$ cat src/rtl/face_result_reporter.sv
// face_result_reporter
//   Collects classifier hits for each frame in a first-word-fall-through FIFO and
//   streams them to the reader over valid/ready. Each frame is closed with an
//   end-of-frame marker word {eof=1, overflow, ..., count[7:0]}.
//   The last FIFO slot is always kept free for the marker, so a frame's marker is
//   only dropped when earlier markers have not been read yet.
//   Optional feature macro: MERGE_SUPPRESS_EN. When defined, a hit close to the last
//   accepted hit of the same frame is discarded as a duplicate.
module face_result_reporter #(
    parameter int COORD_WIDTH = 10,
    parameter int SCALE_WIDTH = 4,
    parameter int FIFO_DEPTH  = 16,
    parameter int MERGE_DIST  = 2
) (
    input  logic                                 clk_fpga,
    input  logic                                 reset_fpga,
    input  logic                                 det_valid,
    input  logic [COORD_WIDTH-1:0]               det_x,
    input  logic [COORD_WIDTH-1:0]               det_y,
    input  logic [SCALE_WIDTH-1:0]               det_scale,
    input  logic                                 frame_end,
    output logic                                 res_valid,
    input  logic                                 res_ready,
    output logic [SCALE_WIDTH+2*COORD_WIDTH:0]   res_data,
    output logic [7:0]                           res_count,
    output logic                                 overflow,
    output logic [$clog2(FIFO_DEPTH):0]          fifo_level
);

    localparam int W  = 1 + SCALE_WIDTH + 2*COORD_WIDTH;
    localparam int AW = $clog2(FIFO_DEPTH);

    localparam logic [AW-1:0] PTR_ONE   = 1;
    localparam logic [AW:0]   LVL_ONE   = 1;
    localparam logic [AW:0]   LVL_FULL  = (AW+1)'(FIFO_DEPTH);
    localparam logic [AW:0]   LVL_HITS  = (AW+1)'(FIFO_DEPTH - 1);

    // Marker packs eof, overflow and an 8-bit count; it must fit below the eof bit.
    if (2*COORD_WIDTH + SCALE_WIDTH < 9) begin : g_bad_width
        $error("face_result_reporter: 2*COORD_WIDTH+SCALE_WIDTH must be >= 9");
    end
    if (FIFO_DEPTH < 4 || (FIFO_DEPTH & (FIFO_DEPTH - 1)) != 0) begin : g_bad_depth
        $error("face_result_reporter: FIFO_DEPTH must be a power of 2 and >= 4");
    end
    if (MERGE_DIST < 0) begin : g_bad_merge
        $error("face_result_reporter: MERGE_DIST must be non-negative");
    end

    logic [W-1:0]  fifo_mem [FIFO_DEPTH];
    logic [AW-1:0] wr_ptr_reg;
    logic [AW-1:0] rd_ptr_reg;
    logic [AW:0]   level_reg;
    logic [7:0]    count_reg;
    logic          ovf_reg;

    logic          pop;
    logic          merge_hit;
    logic          hit_req;
    logic          hit_push;
    logic          hit_drop;
    logic          mark_fits;
    logic          mark_push;
    logic          push;
    logic [W-1:0]  marker_word;
    logic [W-1:0]  push_data;

`ifdef MERGE_SUPPRESS_EN
    localparam logic [COORD_WIDTH:0] MERGE_LIM = (COORD_WIDTH+1)'(MERGE_DIST);

    logic                   hist_valid_reg;
    logic [COORD_WIDTH-1:0] last_x_reg;
    logic [COORD_WIDTH-1:0] last_y_reg;
    logic [COORD_WIDTH:0]   dx;
    logic [COORD_WIDTH:0]   dy;

    // Absolute coordinate distance to the last accepted hit of this frame.
    always_comb begin
        dx = '0;
        dy = '0;
        if (det_x >= last_x_reg) dx = {1'b0, det_x} - {1'b0, last_x_reg};
        else                     dx = {1'b0, last_x_reg} - {1'b0, det_x};
        if (det_y >= last_y_reg) dy = {1'b0, det_y} - {1'b0, last_y_reg};
        else                     dy = {1'b0, last_y_reg} - {1'b0, det_y};
    end

    assign merge_hit = hist_valid_reg && det_valid && (dx <= MERGE_LIM) && (dy <= MERGE_LIM);

    // Merge history: remembers the last hit written this frame, forgotten at frame end.
    always_ff @(posedge clk_fpga or negedge reset_fpga) begin
        if (!reset_fpga) begin
            hist_valid_reg <= 1'b0;
            last_x_reg     <= '0;
            last_y_reg     <= '0;
        end else if (frame_end) begin
            hist_valid_reg <= 1'b0;
        end else if (hit_push) begin
            hist_valid_reg <= 1'b1;
            last_x_reg     <= det_x;
            last_y_reg     <= det_y;
        end
    end
`else
    assign merge_hit = 1'b0;
`endif

    // Push/pop decisions; all of them look at the level before this cycle's pop.
    always_comb begin
        pop       = (level_reg != '0) && res_ready;
        hit_req   = det_valid && !frame_end && !merge_hit;
        hit_push  = hit_req && (level_reg < LVL_HITS);
        hit_drop  = hit_req && !(level_reg < LVL_HITS);
        mark_fits = (level_reg < LVL_FULL);
        mark_push = frame_end && mark_fits;
        push      = hit_push || mark_push;
    end

    // Marker word; a hit coinciding with frame_end is lost, so it reports overflow.
    always_comb begin
        marker_word        = '0;
        marker_word[W-1]   = 1'b1;
        marker_word[W-2]   = ovf_reg || det_valid;
        marker_word[7:0]   = count_reg;
    end

    assign push_data = frame_end ? marker_word : {1'b0, det_scale, det_y, det_x};

    // FIFO storage write port (no reset needed: pointers define what is valid).
    always_ff @(posedge clk_fpga) begin
        if (push) begin
            fifo_mem[wr_ptr_reg] <= push_data;
        end
    end

    // FIFO pointers and occupancy.
    always_ff @(posedge clk_fpga or negedge reset_fpga) begin
        if (!reset_fpga) begin
            wr_ptr_reg <= '0;
            rd_ptr_reg <= '0;
            level_reg  <= '0;
        end else begin
            if (push) wr_ptr_reg <= wr_ptr_reg + PTR_ONE;
            if (pop)  rd_ptr_reg <= rd_ptr_reg + PTR_ONE;
            case ({push, pop})
                2'b10:   level_reg <= level_reg + LVL_ONE;
                2'b01:   level_reg <= level_reg - LVL_ONE;
                default: level_reg <= level_reg;
            endcase
        end
    end

    // Per-frame hit count and sticky overflow flag.
    always_ff @(posedge clk_fpga or negedge reset_fpga) begin
        if (!reset_fpga) begin
            count_reg <= '0;
            ovf_reg   <= 1'b0;
        end else if (frame_end) begin
            count_reg <= '0;
            ovf_reg   <= !mark_fits;
        end else begin
            if (hit_drop) ovf_reg <= 1'b1;
            if (hit_push && count_reg != 8'hFF) count_reg <= count_reg + 8'd1;
        end
    end

    // Outputs: head word is forced to zero when empty so reset clears it at once.
    always_comb begin
        res_valid  = (level_reg != '0);
        res_data   = res_valid ? fifo_mem[rd_ptr_reg] : '0;
        res_count  = count_reg;
        overflow   = ovf_reg;
        fifo_level = level_reg;
    end

endmodule

$ cat config.mk
export PLATFORM = sky130hd
export DESIGN_NAME = face_result_reporter
export DESIGN_NICKNAME = d
export VERILOG_FILES = /design/src/rtl/face_result_reporter.sv
export SDC_FILE = /design/constraint.sdc
export NUM_CORES = 1
export LEC_CHECK = 0
export BUFFER_PORTS_ARGS = -buffer_cell sky130_fd_sc_hd__buf_2
export CORE_ASPECT_RATIO = 0.6
export CORE_MARGIN = 8
export CORE_UTILIZATION = 60
export CTS_CLUSTER_SIZE = 40
export DETAILED_ROUTE_END_ITERATION = 8
export PLACE_DENSITY = 0.78
export SYNTH_ARGS = -nofsm -noshare
export SYNTH_HDL_FRONTEND = slang
export SYNTH_SLANG_ARGS = --single-unit
$ cat constraint.sdc
create_clock -name clk_fpga -period 3.6 [get_ports clk_fpga]
set_clock_uncertainty 0.05 [all_clocks]
set_input_delay 0.54 -clock clk_fpga [delete_from_list [all_inputs] [get_ports clk_fpga]]
set_output_delay 0.54 -clock clk_fpga [all_outputs]
set_load 0.03 [all_outputs]
==> summary.md <==
| Metric | Value |
|---|---|
| Status | `finished clean` |
| Vias in the first global route | `8673` |
| CTS max path bufs | `3` |
| WL per Instance | `28.4 um` |
| Primary FF master, synth | `edfxtp_1` |
| I/O pin cnt | `69` |
| Core Footprint | `27500 sq um` |
| Leak Pwr | `6.34 nW` |
| Vias/cell | `6.47` |
| Mapped Area | `16800 sq um` |
| Initial Util | `60.9%` |
| RR Startpoint | `fifo_level[1]$_DFFE_PN0P_` |
| Worst EP required | `3.01 ns` |
| Max Slew Vio Count | `0` |
| DRC | `0` |
| Worst min-delay path category | `input port to flip-flop` |
| Die width | `232 um` |
| Die Span Y | `146 um` |
| Final min period | `3.49 ns` |
| Met2 GRT Util | `35.9%` |
| Mapped Cells | `792` |
| Crit path max fanout | `15` |
| Final ANT Viol Nets | `0` |
| Max Cap Viol | `0` |
| TritonCTS clock tree | `built` |
| EDFF count, synth | `400` |
| Post-DP HPWL | `21.4 mm` |
| Worst hold slack | `0.279 ns` |
| Share of layout cells above drive strength 1 | `35.8%` |
| Overall global routing resource usage | `21.7%` |
| Worst setup SP type | `flip-flop` |
| Yosys Warn Count | `0` |
| Row cnt | `47` |
| Commonest cells after routing, fill and taps aside | `400 x edfxtp_1, 100 x mux4_2, 68 x buf_2` |
| Area grow syn2layout | `13.7%` |
| VDD IR-drop max | `0.526 mV` |
| Worst-Skew Late Latency | `0.53 ns` |
| Setup violations, final | `0` |
| Power per cell area | `814 nW/um^2` |
| Setup slack, reg-to-reg | `0.55 ns` |
| CP Class | `flip-flop to output port` |
| Seq/Total Area, Yosys | `74.9%` |
| Initial DRC Count | `849` |
| GRT met1 Usage | `29.6%` |
| # resized after CTS | `0` |
| Port bufs | `68` |
| Final wirelength | `36.8 mm` |
| RSZ-0062 raised after global routing | `false` |
| Initial antenna violation count | `1` |
| Biggest register | `fifo_mem` |
| Final hold vios | `0` |
| TritonRoute pass-1 iters | `5` |
| H-Tree Depth | `2` |
| Ant. Diodes | `0` |
| Fillers | `1657` |
| Nets | `941` |
| First-pass GRT wire length | `54.7 mm` |
| GRT overflow | `0` |
| Final Cycle Share | `96.9%` |
| Syn_nets | `831` |
| Setup TNS | `0 ns` |
| CTS sink count | `422` |
| Distinct cell type count after synthesis | `50` |
| Relative slew slack | `31.0%` |
| Post-synth ARST share | `5.21%` |
| TritonCTS Buffers | `38` |
| Post-place setup slack | `0.577 ns` |
| Largest net degree at the start of global routing | `47` |
| Syn avg cell area | `21.2 sq um` |
| Die ar. | `33700 sq um` |
| R2R depth | `8` |
| GRT busiest layer | `met2` |
| Commonest non-fill, non-tap cell in the layout | `edfxtp_1` |
| Fmax | `287 MHz` |
| Critical path endpoint | `res_data[23]` |
| Start point of the critical path | `fifo_level[2]$_DFFE_PN0P_` |
| Yosys reg bits | `422` |
| Root buffer cell | `clkbuf_16` |
| Worst slew pin tran | `1.03 ns` |
| CP Data Arrival Time | `2.90 ns` |
| CP Capture Type | `output port` |
| R2R Path End | `fifo_level[3]$_DFFE_PN0P_` |
| Via count | `8394` |
| Final worst setup slack | `0.113 ns` |
| Reg clk slew, reported paths | `0.07 ns` |
| Met3 global-route usage | `4.42%` |
| Final GP Congestion | `0.767` |
| Largest register FFs | `400` |
timing repair:
action | CTS | global route
hold buffers | 1 | 0
endpoints found under the hold margin | 22 | 0
setup buffers | 0 | 1
endpoints found under the setup margin | 0 | 7
layer usage:
layer  routed length (um)  vias up
li1                     -     3499
met1                14900     4439
met2                18500      405
met3                 2700       49
met4                  622        2
met5                   39        -
synthesized netlist by cell type, types with 7 or more instances:
master    count  area, sq um
xnor2_1      10         87.6
nand2b_1      7         43.8
nor2_1       21         78.8
edfxtp_1    400        12000
o21ai_0       7         35.0
nor2b_1      38          238
clkbuf_1     16         60.1
nand2_1      12         45.0
ha_1         10          125
dfrtp_1      22          551
buf_2        14         70.1
mux2_2       35          394
mux4_2      100         2250
inv_1        10         37.5
a221o_1      20          200
cells by family (layout without fill, tap and decap cells):
kind of cell / Yosys count / in the layout / share of synthesized area (%)
adders and majority gates: 10 / 10 / 0.746
xor gates and xnor gates: 11 / 11 / 0.574
muxes: 135 / 135 / 15.8
DFF: 422 / 422 / 74.9
AOI/OAI and AO/OA: 56 / 56 / 2.87
and+or+nand+nor: 104 / 104 / 3.51
buffers and inverters: 54 / 192 / 1.61
final cells by class:
class	instances	area, sq um	share of cell area, %
clock buffer	49	1030	5.42
clock inverter	19	225	1.18
inverter	10	37.5	0.197
multi-input combinational	316	3980	20.9
sequential	422	12600	65.9
tap	367	459	2.41
timing repair buffer	114	767	4.02
worst max-delay path: stages, from the launching register on:
cell     delay (ns)
dfrtp_1        0.52
or4_4          0.20
o21ai_0        0.09
nor2_2         0.65
buf_4          0.42
a221o_1        0.26
buf_2          0.22
how the worst min path moves through the flow:
stage / start / end / slack (ns) / cells after the start
2_1_floorplan: reset_fpga / fifo_level[0]$_DFFE_PN0P_ / 0.19 / 0
3_5_place_dp: wr_ptr_reg[2]$_DFFE_PN0P_ / wr_ptr_reg[2]$_DFFE_PN0P_ / 0.46 / 1
4_1_cts: res_ready / rd_ptr_reg[3]$_DFFE_PN0P_ / 0.26 / 3
6_report: res_ready / rd_ptr_reg[2]$_DFFE_PN0P_ / 0.28 / 3
3_3_place_gp: wr_ptr_reg[2]$_DFFE_PN0P_ / wr_ptr_reg[2]$_DFFE_PN0P_ / 0.45 / 1
5_1_grt: res_ready / rd_ptr_reg[2]$_DFFE_PN0P_ / 0.29 / 3
power by group:
group	internal, W	leakage, nW	switching [W]
combinational	0.00225	1.79	0.00296
clock	0.00240	0.615	0.00171
sequential	0.00593	3.93	0.000279
through the flow:
step | power [W] | cells | instance area [sq um] | utilization, %
after global placement | 0.0113 | 1227 | 17800 | 64.7
after floorplan | 0.0100 | 792 | 16800 | -
after global routing | 0.0161 | 1297 | 19100 | 69.3
after CTS | 0.0156 | 1296 | 19100 | 69.3
final | 0.0155 | 1297 | 19100 | 69.3
after detailed placement | 0.0115 | 1227 | 17800 | 64.7
No activity file was read; power rests on OpenSTA's default activity.
